**config.mk**
```make
export PLATFORM = sky130hd
export DESIGN_NAME = mux_n_pipe
export DESIGN_NICKNAME = d
export VERILOG_FILES = /design/src/rtl/mux_n_pipe.sv
export SDC_FILE = /design/constraint.sdc
export NUM_CORES = 1
export LEC_CHECK = 0
export ABC_AREA = 1
export BUFFER_PORTS_ARGS = -buffer_cell sky130_fd_sc_hd__buf_2
export CAP_MARGIN = 20
export CORE_MARGIN = 2
export CORE_UTILIZATION = 49
export CTS_BUF_LIST = sky130_fd_sc_hd__clkbuf_16
export CTS_CLUSTER_SIZE = 40
export DETAILED_ROUTE_END_ITERATION = 8
export GPL_ROUTABILITY_DRIVEN = 0
export GPL_TIMING_DRIVEN = 0
export PLACE_DENSITY = 0.92
export REMOVE_ABC_BUFFERS = 1
export SYNTH_ARGS = -nofsm -noshare
export SYNTH_HDL_FRONTEND = slang
export SYNTH_SLANG_ARGS = --single-unit
```
**constraint.sdc**
```tcl
create_clock -name clk -period 3.25 [get_ports clk]
set_input_delay 0.65 -clock clk [delete_from_list [all_inputs] [get_ports clk]]
set_output_delay 0.65 -clock clk [all_outputs]
set_load 0.02 [all_outputs]
```
**src/rtl/mux_n_pipe.sv**
```systemverilog
// N-way channel select feeding a two-entry (output + skid) registered pipe.
// in_ready comes straight from the skid flop, so out_ready never reaches it combinationally.
module mux_n_pipe #(
  parameter int WIDTH = 32,
  parameter int N     = 4,
  parameter int SEL_W = $clog2(N)
) (
  input  logic                 clk,
  input  logic                 rst,
  input  logic [N*WIDTH-1:0]   in_data,
  input  logic [SEL_W-1:0]     in_sel,
  input  logic                 in_valid,
  output logic                 in_ready,
  output logic [WIDTH-1:0]     out_data,
  output logic                 out_err,
  output logic                 out_valid,
  input  logic                 out_ready,
  output logic [1:0]           occupancy
);

  logic [WIDTH-1:0] out_data_q, out_data_d;
  logic             out_err_q, out_err_d;
  logic             out_valid_q, out_valid_d;
  logic [WIDTH-1:0] skid_data_q, skid_data_d;
  logic             skid_err_q, skid_err_d;
  logic             skid_valid_q, skid_valid_d;

  logic [WIDTH-1:0] sel_data;
  logic             sel_err;
  logic             in_xfer;
  logic             out_free;

  // Out-of-range selects match no channel and therefore yield all zeros.
  always_comb begin
    sel_data = '0;
    for (int unsigned k = 0; k < N; k++) begin
      if (in_sel == SEL_W'(k)) begin
        sel_data = in_data[k*WIDTH +: WIDTH];
      end
    end
  end

  assign sel_err  = 32'(in_sel) >= 32'(N);
  assign in_ready = !skid_valid_q;
  assign in_xfer  = in_valid && !skid_valid_q;
  assign out_free = !out_valid_q || out_ready;

  always_comb begin
    out_data_d   = out_data_q;
    out_err_d    = out_err_q;
    out_valid_d  = out_valid_q;
    skid_data_d  = skid_data_q;
    skid_err_d   = skid_err_q;
    skid_valid_d = skid_valid_q;
    if (out_free) begin
      if (skid_valid_q) begin
        out_data_d   = skid_data_q;
        out_err_d    = skid_err_q;
        out_valid_d  = 1'b1;
        skid_valid_d = 1'b0;
      end else if (in_xfer) begin
        out_data_d  = sel_data;
        out_err_d   = sel_err;
        out_valid_d = 1'b1;
      end else begin
        out_valid_d = 1'b0;
      end
    end else if (in_xfer) begin
      // OUT is stalled and the skid is free: park the beat behind it.
      skid_data_d  = sel_data;
      skid_err_d   = sel_err;
      skid_valid_d = 1'b1;
    end
  end

  always_ff @(posedge clk or negedge rst) begin
    if (!rst) begin
      out_data_q   <= '0;
      out_err_q    <= 1'b0;
      out_valid_q  <= 1'b0;
      skid_data_q  <= '0;
      skid_err_q   <= 1'b0;
      skid_valid_q <= 1'b0;
    end else begin
      out_data_q   <= out_data_d;
      out_err_q    <= out_err_d;
      out_valid_q  <= out_valid_d;
      skid_data_q  <= skid_data_d;
      skid_err_q   <= skid_err_d;
      skid_valid_q <= skid_valid_d;
    end
  end

  assign out_data  = out_data_q;
  assign out_err   = out_err_q;
  assign out_valid = out_valid_q;
  assign occupancy = {1'b0, out_valid_q} + {1'b0, skid_valid_q};

endmodule
```
# Yosys cells after proc, flatten, opt, wreduce, memory -nomap -nowiden

Index checks and enable logic that the tools add are counted.

Register bits: 67
Bits of input ports: 134
Output and inout bits: 37
Word-level logic and storage cells: 31

Add/sub/neg operators: 1
Equality and inequality tests: 3
Muxes and demuxes: 12
Bitwise logic cells: 1
Reduce and logical (&&, ||, !) cells: 9

Operators by type and width:

| operator                                             | count |
|---|---|
| 2-to-1 mux 32 bit                                    | 6 |
| 2-to-1 mux 1 bit                                     | 6 |
| equality test 2 bit (second input constant)          | 2 |
| AND reduction 2 bit                                  | 2 |
| nonzero test 2 bit                                   | 2 |
| adder 1 x 1 -> 2 bit                                 | 1 |
| equality test 2 x 1 -> 1 bit (second input constant) | 1 |
| logical NOT 1 bit                                    | 2 |
| logical NOT 2 bit                                    | 1 |
| logical AND 1 bit                                    | 1 |
| logical OR 1 bit                                     | 1 |
| NOT 1 bit                                            | 1 |

# Longest topological paths before layout

Depth after elaboration: 7
Gate-level depth with buffers: 8
Gate-level depth less buffers: 7

# Least setup slack after synthesis

Ideal clock, no wire load.

Path type: input-to-reg
Start point: input in_valid
End point: register out_data_q[10] (netlist: out_data[10])
Library setup time: 116 ps
Arrival time: 1441 ps
Data required time: 3134 ps
Path slack: 1693 ps
Cell stages on the path: 6
Buffers on the path: 1
Path through: or2_1 > nand2_2 > clkbuf_1 > nor2_1 > nand2_1 > nand2_1

Word-level cells in the longest chain between the ends: 3

Ends and longest elaborated chain:

| item                                 | RTL line | RTL |
|---|---|---|
| start, declared                      | 12       | `input logic in_valid,` |
| logical AND 1 bit                    | 45       | `assign in_xfer = in_valid && !skid_valid_q;` |
| nonzero test 2 bit (no source line)  | --       |  |
| AND reduction 2 bit (no source line) | --       |  |
| end signal, assigned                 | 85       | `out_data_q <= out_data_d;` |
| end, declared                        | 21       | `logic [WIDTH-1:0] out_data_q, out_data_d;` |

Every way passes these cells.
A chain may end at the register's enable or synchronous reset.

# Worst setup path after layout

Start point: register skid_valid_q
End point: register skid_data_q[18]

Word-level cells in the longest chain between the ends: 3

Ends and longest elaborated chain:

| item                                 | RTL line | RTL |
|---|---|---|
| start, declared                      | 26       | `logic skid_valid_q, skid_valid_d;` |
| start signal, assigned               | 90       | `skid_valid_q <= skid_valid_d;` |
| logical NOT 1 bit                    | 45       |  |
| logical AND 1 bit                    | 45       |  |
| AND reduction 2 bit (no source line) | --       |  |
| end signal, assigned                 | 88       | `skid_data_q <= skid_data_d;` |
| end, declared                        | 24       | `logic [WIDTH-1:0] skid_data_q, skid_data_d;` |

Every way passes these cells.

==> impl_metrics.env <==
export IMPL_final_cells=817
export IMPL_synthTopCellsByArea="dfrtp_1, nand2_1, nand3_1, nor2_1, o21ai_1"
export IMPL_insertedDiodeCount=0
export IMPL_irDropWorstVdd_v=0.000299
export IMPL_synth_edf_count=0
export IMPL_synth_largest_area_cell="dfrtp_1"
export IMPL_antenna_found_initial=0
export IMPL_yosys_warnings=0
export IMPL_path_clk_slew_ns=0.05
export IMPL_fillers=653
export IMPL_tns_ns=0
export IMPL_clock_sinks=66
export IMPL_grt_pass1_wl_um=18100
export IMPL_post_route_drc_count=0
export IMPL_htreeDepth=3
export IMPL_clockBufferDepth=2
export IMPL_rows=32
export IMPL_setup_worst_path_class="flip-flop to flip-flop"
export IMPL_slew_headroom_pct=28.6
export IMPL_hp_class="input port to asynchronous set/reset pin"
export IMPL_dp_cells=804
export IMPL_synth_most_common_cell="nand2_1"
export IMPL_wl_per_cell_um=13.6
export IMPL_syn_area_um2=3890
export IMPL_cp_start_kind="flip-flop"
export IMPL_overflow=0
export IMPL_drtIter0Drc=204
export IMPL_hpwlAfterDp_um=7570
export IMPL_vias=4289
export IMPL_finalHoldViolations=0
export IMPL_synth_common_cells="nand2_1, dfrtp_1, nor2_1"
export IMPL_cts_tree="done"
export IMPL_slew_violations=0
export IMPL_avgViaCountPerCell=5.25
export IMPL_yosysTopAreaCellShare_pct=42.5
export IMPL_clock_fmax_ghz=0.337
export IMPL_io_pins=171
export IMPL_drive_above_1_share_pct=26.4
export IMPL_finalInstanceArea_um2=4960
export IMPL_period_minus_slack_ns=2.97
export IMPL_antenna_left=0
export IMPL_ctsResizeCount=0
export IMPL_cts_root_buf="clkbuf_16"
export IMPL_synth_cell_type_count=21
export IMPL_die_area_um2=8660
export IMPL_dpl_worst_slack_ns=0.320
export IMPL_rsz0062_at_grt="false"
export IMPL_period_share_pct=91.3
export IMPL_synth_flop_cell="dfrtp_1"
export IMPL_hold_buffers=0
export IMPL_area_growth_pct=27.6
export IMPL_layout_nets=849
export IMPL_status="finished, final reports clean"
export IMPL_grt_usage_pct=25.9
export IMPL_setup_worst_path_end_class="flip-flop"
export IMPL_grt_start_max_net_pins=67
export IMPL_drt_pass1_iterations=5
export IMPL_worstPathRequired_ns=3.44
export IMPL_yosys_register_bits=66
export IMPL_synth_async_reset_ratio_pct=100
export IMPL_die_width_um=93.1
export IMPL_setup_violations_final=0
export IMPL_die_h_um=93.1
export IMPL_core_area_um2=7690
export IMPL_grt_pass1_vias=4252
export IMPL_seq_area_frac_synth_pct=42.5
export IMPL_whs_ns=0.436
export IMPL_post_cts_buffers=0
export IMPL_clock_latency_ns=0.31
export IMPL_finalWirelength_um=11100
export IMPL_post_dp_cell_area_um2=4690
export IMPL_cap_violations=0
export IMPL_syn_area_per_cell_um2=6.86
export IMPL_worst_pin_slew_ns=1.07
export IMPL_skew_ns=0.00941
export IMPL_power_density_nw_per_um2=533
export IMPL_synth_cells=567
export IMPL_io_buffers=169
export IMPL_layout_setup_ws_ns=0.281
export IMPL_numCtsBuffers=9
export IMPL_cp_arrival_ns=3.16
export IMPL_initial_core_util_pct=50.6
export IMPL_path_max_fanout=66
export IMPL_leakage_nw=2.76
-- stage by stage --
step,utilization [%],total power [mW]
CTS,64.1,2.65
floorplan,-,1.53
detailed placement,61.1,1.85
finish,64.5,2.64
global route,64.5,2.79
global placement,60.2,1.79
-- critical path: stages, from the launching register on --
cell,delay (ns)
dfrtp_1,0.40
inv_2,0.78
nand4_1,1.03
buf_8,0.47
nand2_1,0.09
o21ai_1,0.07
-- cells by family (layout without fill, tap and decap cells) --
kind of cell | after synthesis | in the layout | synth area share [%]
simple gates | 392 | 392 | 42.4
compound gates | 64 | 64 | 8.24
flops | 66 | 66 | 42.5
other cells | 1 | 1 | 0.0965
buf+inv | 43 | 191 | 6.44
fa+ha+maj | 1 | 1 | 0.322
-- where the power goes --
part	switching (mW)	internal [mW]
logic	0.471	0.279
clock network	0.304	0.489
registers	0.0993	1.00
-- cells in the final DEF, fill, tap and decap left out, drive strengths merged --
cell    instances
ha              1
conb            1
nand2         228
nor2           66
or2            33
buf           174
nand3          64
nand4           1
dfrtp          66
clkinv          3
o21ai          64
inv             5
clkbuf          9
-- sequential cells by signal, summed over array words and instances (netlist names) --
signal	flops
skid_valid_q	1
out_valid	1
out_data	32
skid_data_q	32
-- path summary, 6_finish.rpt --
path	startpoint	end	slack, ns	cells after the start
hold reg to reg	out_data[1]	out_data[1]	0.47	2
min in group clk	out_data[1]	out_data[1]	0.47	2
hold / removal	rst	out_valid	0.44	1
max in group asynchronous	rst	skid_data_q[27]	2.15	2
setup reg to reg	skid_valid_q	skid_data_q[18]	0.28	5
setup / recovery	skid_valid_q	skid_data_q[18]	0.28	5
-- area by class of cell --
type	instances	area, um2	share of cell area [%]
clock buffers	9	225	4.54
clock inverters	3	11.3	0.227
inverters	5	18.8	0.379
multi-input cells	458	1990	40.0
flip-flops and latches	66	1650	33.3
well taps	102	128	2.57
repair buffers	174	938	18.9
-- per-layer routing --
metal	up-vias	global-route usage (%)	part of all wire [%]
met5	-	0	0
met4	0	10.9	1.3
met3	18	4.27	6.1
met2	167	47.6	51
met1	2016	29.6	41
li1	2088	-	-
Power figures use the tool's default switching activity.
